===== src/rtl/bus_arbiter.sv =====
// Round-robin owner selection for the shared 32-bit bus, with one dead cycle between owners.
// Define BUS_ARB_TIMEOUT_EN to force release of an owner after MAX_HOLD consecutive grant cycles.
module bus_arbiter #(
  parameter int NUM_SRC  = 24,
  parameter int SEL_W    = 5,
  parameter int MAX_HOLD = 8
) (
  input  logic               clock,
  input  logic               clear,
  input  logic [NUM_SRC-1:0] req,
  output logic [NUM_SRC-1:0] gnt,
  output logic [SEL_W-1:0]   sel,
  output logic               busy,
  output logic               timeout
);

  typedef enum logic [1:0] {IDLE, GRANT, GAP} state_e;

  if (MAX_HOLD < 1 || (1 << SEL_W) < NUM_SRC) begin : g_bad_cfg
    $error("bus_arbiter: MAX_HOLD must be >= 1 and 2**SEL_W >= NUM_SRC");
  end

  state_e               state_q, state_d;
  logic [SEL_W-1:0]     ptr_q, ptr_d;
  logic [NUM_SRC-1:0]   gnt_q, gnt_d;
  logic [SEL_W-1:0]     sel_q, sel_d;
  logic                 found;
  logic [SEL_W-1:0]     win, cand;

`ifdef BUS_ARB_TIMEOUT_EN
  localparam int HOLD_W = $clog2(MAX_HOLD + 1);
  logic [HOLD_W-1:0]    hold_q, hold_d;
  logic                 timeout_q, timeout_d;
`endif

  always_comb begin
    // NOTE: every combinational output gets a default first so no path can infer a latch.
    state_d = state_q;
    ptr_d   = ptr_q;
    gnt_d   = gnt_q;
    sel_d   = sel_q;
`ifdef BUS_ARB_TIMEOUT_EN
    hold_d    = hold_q;
    timeout_d = 1'b0;
`endif
    found = 1'b0;
    win   = '0;
    cand  = '0;

    // Search starts just past the last owner, so it ranks lowest next round.
    for (int i = 1; i <= NUM_SRC; i++) begin
      cand = SEL_W'((int'(ptr_q) + i) % NUM_SRC);
      if (!found && req[cand]) begin
        found = 1'b1;
        win   = cand;
      end
    end

    unique case (state_q)
      IDLE: begin
        if (found) begin
          state_d = GRANT;
          ptr_d   = win;
          gnt_d   = NUM_SRC'(1) << win;
          sel_d   = win;
`ifdef BUS_ARB_TIMEOUT_EN
          hold_d  = '0;
`endif
        end
      end
      GRANT: begin
        if (!req[ptr_q]) begin
          state_d = GAP;
          gnt_d   = '0;
          sel_d   = '0;
        end
`ifdef BUS_ARB_TIMEOUT_EN
        else if (hold_q == HOLD_W'(MAX_HOLD - 1)) begin
          state_d   = GAP;
          gnt_d     = '0;
          sel_d     = '0;
          timeout_d = 1'b1;
        end else begin
          hold_d = hold_q + HOLD_W'(1);
        end
`endif
      end
      GAP:     state_d = IDLE;
      default: state_d = IDLE;
    endcase
  end

  // NOTE: state registers use non-blocking assignments; clear is synchronous, so it is only seen at an edge.
  always_ff @(posedge clock) begin
    if (!clear) begin
      state_q <= IDLE;
      ptr_q   <= SEL_W'(NUM_SRC - 1);
      gnt_q   <= '0;
      sel_q   <= '0;
`ifdef BUS_ARB_TIMEOUT_EN
      hold_q    <= '0;
      timeout_q <= 1'b0;
`endif
    end else begin
      state_q <= state_d;
      ptr_q   <= ptr_d;
      gnt_q   <= gnt_d;
      sel_q   <= sel_d;
`ifdef BUS_ARB_TIMEOUT_EN
      hold_q    <= hold_d;
      timeout_q <= timeout_d;
`endif
    end
  end

  assign gnt  = gnt_q;
  assign sel  = sel_q;
  assign busy = |gnt_q;
`ifdef BUS_ARB_TIMEOUT_EN
  assign timeout = timeout_q;
`else
  assign timeout = 1'b0;
`endif

endmodule


===== config.mk =====
export PLATFORM = sky130hd
export DESIGN_NAME = bus_arbiter
export DESIGN_NICKNAME = d
export VERILOG_FILES = /design/src/rtl/bus_arbiter.sv
export SDC_FILE = /design/constraint.sdc
export NUM_CORES = 1
export LEC_CHECK = 0
export ABC_CLOCK_PERIOD_IN_PS = 6000
export CORE_UTILIZATION = 50
export CTS_CLUSTER_SIZE = 28
export DETAILED_ROUTE_END_ITERATION = 7
export HOLD_SLACK_MARGIN = 0.12
export PLACE_DENSITY_LB_ADDON = 0.15
export SKIP_LAST_GASP = 1
export SYNTH_ARGS = -nofsm -noshare
export SYNTH_HDL_FRONTEND = slang
export SYNTH_SLANG_ARGS = --single-unit

===== constraint.sdc =====
create_clock -name clock -period 6 [get_ports clock]
set_input_delay 1.2 -clock clock [delete_from_list [all_inputs] [get_ports clock]]
set_output_delay 1.2 -clock clock [all_outputs]
set_load 0.01 [all_outputs]

=== Word level (Yosys, flattened, before mapping) ===
Index checks and enable logic that the tools add are counted.

* Register bits after elaboration: 36
* Output and inout bits: 31
* Logic and storage cells: 240

* Add/subtract/negate cells: 24
* Div/mod/pow operators: 24
* Order comparisons: 25
* Eq/ne operators: 3
* Shifts and indexed selects: 1
* Mux-type cells: 107
* Reduce and logical (&&, ||, !) cells: 52

{| class="wikitable"
|+ Operators with widths
! cell !! number
|-
| $mod A32 B6 Y32 const B || 24
|-
| $lt A5 B6 Y1 const B || 25
|-
| $mux W5 || 26
|-
| $bmux W1 S5 || 25
|-
| $add A5 B5 Y6 const B || 9
|-
| $mux W1 || 49
|-
| $add A5 B4 Y6 const B || 8
|-
| $mux W24 || 2
|-
| $pmux W24 S2 || 1
|-
| $add A5 B3 Y6 const B || 4
|-
| $reduce_or A24 Y1 || 1
|-
| $shl A1 B5 Y24 const A || 1
|-
| $logic_and A1 B1 Y1 || 23
|-
| $logic_not A1 Y1 || 23
|-
| $add A5 B2 Y6 const B || 2
|-
| $pmux W5 S2 || 1
|-
| $add A5 B1 Y6 const B || 1
|-
| $mux W2 || 2
|-
| $ne A2 B2 Y1 const B || 2
|-
| $pmux W2 S2 || 1
|-
| $reduce_and A2 Y1 || 2
|-
| $reduce_and A3 Y1 || 1
|-
| $eq A2 B1 Y1 const B || 1
|-
| $logic_not A2 Y1 || 1
|-
| $reduce_bool A2 Y1 || 1
|}

=== Depth between registers and ports, before layout ===
* Word-level depth: 77
* Mapped depth: 26
* Mapped depth without buffers: 20

=== Least setup slack after synthesis ===
No wires, ideal clock.

* Kind: flip-flop to flip-flop
* Start point: register ptr_q[1]
* End point: register gnt_q[23] (netlist: gnt[23])
* Arrival: 5.122 ns
* Required time: 5.916 ns
* Setup slack: 0.794 ns
* Stages on the path, launching flop included: 24
* Path buffers: 6
* Period minus slack after synthesis: 5.206 ns
* Cells stage by stage: dfxtp_1 buf_4 buf_6 buf_4 inv_1 ha_1 buf_2 nor2b_1 o21a_1 nor2_1 ha_1 or4b_1 xnor2_1 a21oi_1 mux2i_4 nand4_2 nor3_4 nand2_4 o311ai_2 and2_1 buf_4 clkbuf_4 nand2_1 o31ai_2

* Cells in the longest elaborated chain, start to end: 77

{| class="wikitable"
|+ Ends and longest elaborated chain
! item !! line !! text
|-
| start, declared || 24 || <nowiki>logic [SEL_W-1:0] ptr_q, ptr_d;</nowiki>
|-
| start signal, assigned || 97 || <nowiki>ptr_q <= SEL_W'(NUM_SRC - 1);</nowiki>
|-
| start signal, assigned || 106 || <nowiki>ptr_q <= ptr_d;</nowiki>
|-
| $add A5 B1 Y6 || 52 || <nowiki>cand = SEL_W'((int'(ptr_q) + i) % NUM_SRC);</nowiki>
|-
| $mod A32 B6 Y32 || 52 ||
|-
| $bmux W1 S5 || 53 || <nowiki>if (!found && req[cand]) begin</nowiki>
|-
| $mux W1 (not written as such) || 53 ||
|-
| $mux W1 || 53 ||
|-
| $logic_not A1 Y1 || 53 ||
|-
| $logic_and A1 B1 Y1 || 53 ||
|-
| $mux W1 || 53 ||
|-
| (+61 left out) || -- ||
|-
| $logic_and A1 B1 Y1 || 53 ||
|-
| $mux W1 || 53 ||
|-
| $logic_not A1 Y1 || 53 ||
|-
| $logic_and A1 B1 Y1 || 53 ||
|-
| $mux W5 || 53 ||
|-
| $shl A1 B5 Y24 || 64 || <nowiki>gnt_d = NUM_SRC'(1) << win;</nowiki>
|-
| $mux W24 || 61 || <nowiki>if (found) begin</nowiki>
|-
| $pmux W24 S2 || 59 || <nowiki>unique case (state_q)</nowiki>
|-
| end signal, assigned || 107 || <nowiki>gnt_q <= gnt_d;</nowiki>
|-
| end, declared || 25 || <nowiki>logic [NUM_SRC-1:0] gnt_q, gnt_d;</nowiki>
|}

Several ways; a longest one is shown, not always the timed one. The select of a mux whose other input is x is not followed.
A chain may end at the register's enable or synchronous reset.

=== Worst setup path in the final report ===
* Start point: register ptr_q[1]
* End point: register ptr_q[2]

* Cells in the longest elaborated chain, start to end: 75

{| class="wikitable"
|+ Ends and longest elaborated chain
! item !! line
|-
| $add A5 B1 Y6 || 52
|-
| $mod A32 B6 Y32 || 52
|-
| $bmux W1 S5 || 53
|-
| $mux W1 (not written as such) || 53
|-
| $mux W1 || 53
|-
| $logic_not A1 Y1 || 53
|-
| $logic_and A1 B1 Y1 || 53
|-
| $mux W1 || 53
|-
| (+59 left out) || --
|-
| $mux W1 || 53
|-
| $logic_not A1 Y1 || 53
|-
| $logic_and A1 B1 Y1 || 53
|-
| $mux W1 || 53
|-
| $logic_not A1 Y1 || 53
|-
| $logic_and A1 B1 Y1 || 53
|-
| $mux W1 || 53
|-
| $reduce_and A2 Y1 (no source line) || --
|}

Several ways; a longest one is shown, not always the timed one. The select of a mux whose other input is x is not followed.

==> flow_summary.toml <==
[yosys]
netlist_top_cells_area = "dfxtp_1, mux4_2, ha_1, mux2i_1, nand2_1"
synthDistinctLibCells = 108
synthArstFlopShare_pct = 0
synth_top_area_cell = "dfxtp_1"
ys_seq_area_share_pct = 8.488
synth_edf_count = 0
synth-seq-cells = 36
synth_top_flop_cell = "dfxtp_1"
synth_common_cells = "nand2_1, a21oi_1, nor2_1"
syn_avg_cell_area_um2 = 7.594
syn_inst = 1118
synth_top_area_share_pct = 8.488
synth.net_count = 1187
yosysMostFrequentCell = "nand2_1"
synthesis.area_mm2 = 0.008491
ys_warn_count = 0

[global_routing]
grt_pass1_vias = 8797
grt_pass1_wl_mm = 52.92
grt_overflow = 0
grt_max_degree = 34
antenna_found_initial = 1
track_usage_pct = 38.82

[floorplanning]
num_rows = 47
die-width_um = 132.3
coreArea_mm2 = 0.01658
io_pins = 57
die-area_mm2 = 0.01751
initial_core_util_pct = 51.20
fp.dieH_um = 132.3

[final_layout]
areaGrowthSynthToFinish_pct = 14.34
drive_gt1_share_pct = 16.36
design_area_mm2 = 0.009708
nets = 1254
fill_cells = 1607

[run_status]
outcome = "complete, no violations"

[routing]
first_iter_violations = 1135
first_pass_iters = 6
detail_route.wl_per_cell_um = 24.43
num_vias = 9760
route.detailed.drc = 0
ant_nets = 0
routed_wl_mm = 34.37
post_drt_via_cell_ratio = 6.937

[placement]
placed_area_mm2 = 0.009505
portBuffers = 55
gp_congestion = 1.053
hpwl_mm = 27.41
place_ws_ps = 196.8

[worst_hold_path]
worst_hold_path_type = "flip-flop to flip-flop"
whs_path_depth = 2

[clock_tree]
cts_buffers = 5
h-tree-depth = 2
clock_latency_ps = 280
clock_sinks = 36
cts_buffer_depth = 2
cts_root_buf = "clkbuf_16"
cts_tree = "yes"
clkSlewWorstSetupHoldPaths_ps = 60
hold_buffers = 0

[worst_setup_path]
worstSetupPathType = "flip-flop to flip-flop"
crit_path_start_kind = "flip-flop"
r2r_cells = 17
critPathMaxFanout = 20
reg2reg_slack_ps = 220
crit_end = "ptr_q[2]$_SDFFE_PN1P_"
reg2reg_to = "ptr_q[2]$_SDFFE_PN1P_"
crit_path_start = "ptr_q[1]$_SDFFE_PN1P_"
critPathCaptureType = "flip-flop"
r2r-start = "ptr_q[1]$_SDFFE_PN1P_"
crit_required_ps = 6140
arrival_ps = 5920

[timing]
relSlewSlack_pct = 47.40
hold_viol_final = 0
max_freq_ghz = 0.1729
min_period_over_period_pct = 96.37
worst_clock_skew_ps = 9.806
worstMarginPinSlew_ps = 784.3
setup_viol = 0
slew_viol_final = 0
final.setup.worst_slack_ps = 217.6
grt_setup_unrepaired = "true"
min_period_ps = 5782

[job]
cap_violations = 0
[sequential cells by signal, indices dropped and copies added, names as in the netlist]
register	flops
state_q	2
gnt	24
sel	5
ptr_q	5
[through the flow]
step / instances / setup TNS (ps) / hold WS (ps) / util [%]
2_1_floorplan: 1118 / 0 / 480.5 / -
3_3_place_gp: 1395 / 0 / 449.1 / 57.32
3_5_place_dp: 1395 / 0 / 453.9 / 57.32
4_1_cts: 1403 / 0 / 461.4 / 58.22
5_1_grt: 1406 / -80.62 / 483.8 / 58.53
6_report: 1407 / 0 / 457.1 / 58.54
[critical path: stages (launching register included)]
cell and delay [ps]:
dfxtp_2 520, inv_1 290, ha_2 570, buf_12 220
mux2i_1 300, mux4_2 380, mux2i_1 90, a31oi_1 260
nand4_1 390, a2111oi_2 750, a2111oi_0 230, buf_4 210
o211ai_1 210, a21oi_1 110, o21ai_1 520, buf_4 240
nand2_1 90, o211ai_1 250
[placed cells by master (no fill, tap or decap), types with 25 or more instances in the layout]
cell type        instances
mux2i_1                 49
dfxtp_1                 32
nand3_1                 35
inv_1                   32
clkdlybuf4s50_1         55
mux4_2                  28
a21oi_1                 70
o21ai_0                 43
nand2b_1                28
nor2_1                  62
nand2_1                110
buf_4                   73
nor2b_1                 25
ha_1                    42
[what timing repair did]
| item | 4_1_cts | 5_1_grt |
|---|---|---|
| endpoints found under the hold margin | 0 | 0 |
| setup endpoints to repair | 0 | 27 |
| gates resized for setup | 0 | 4 |
| buffers inserted | 0 | 3 |
[layer usage]
layer	GRT usage, %	wire length [um]
met3	7.805	3643
met2	57.94	14300
met1	54.09	14750
met5	0	0
met4	16.48	1676
[kinds of logic after synthesis]
family / count (synthesis) / share of synthesized area, %
AOI/OAI and AO/OA: 372 / 31.51
buffers and inverters: 108 / 6.219
muxes: 98 / 16.33
xor gates and xnor gates: 26 / 3.168
and+or+nand+nor: 434 / 27.91
adders and majority gates: 43 / 6.337
DFF: 36 / 8.488
other: 1 / 0.04417
[final cells by class]
cell class                      instances  area (um2)  share of cell area (%)
Inverter                               37       138.9                   1.431
Timing Repair Buffer                  131        1159                   11.93
Clock buffer                            7       142.6                   1.469
Tap cell                              220       275.3                   2.835
Clock inverter                          1       7.507                 0.07733
Antenna cell                            1       2.502                 0.02578
Sequential cell                        36       725.7                   7.475
Multi-Input combinational cell        974        7257                   74.75
[worst min-delay path by stage]
stage / start / to / slack (ps)
6_report: sel[1]$_SDFFE_PN0P_ / sel[1]$_SDFFE_PN0P_ / 460
5_1_grt: sel[1]$_SDFFE_PN0P_ / sel[1]$_SDFFE_PN0P_ / 480
4_1_cts: sel[1]$_SDFFE_PN0P_ / sel[1]$_SDFFE_PN0P_ / 460
3_5_place_dp: sel[3]$_SDFFE_PN0P_ / sel[3]$_SDFFE_PN0P_ / 450
3_3_place_gp: sel[1]$_SDFFE_PN0P_ / sel[1]$_SDFFE_PN0P_ / 450
2_1_floorplan: sel[0]$_SDFFE_PN0P_ / sel[0]$_SDFFE_PN0P_ / 480
Power is left out: the tool's default activity adds up to more than one toggle a clock period on the data nets, which glitch-free logic cannot reach.
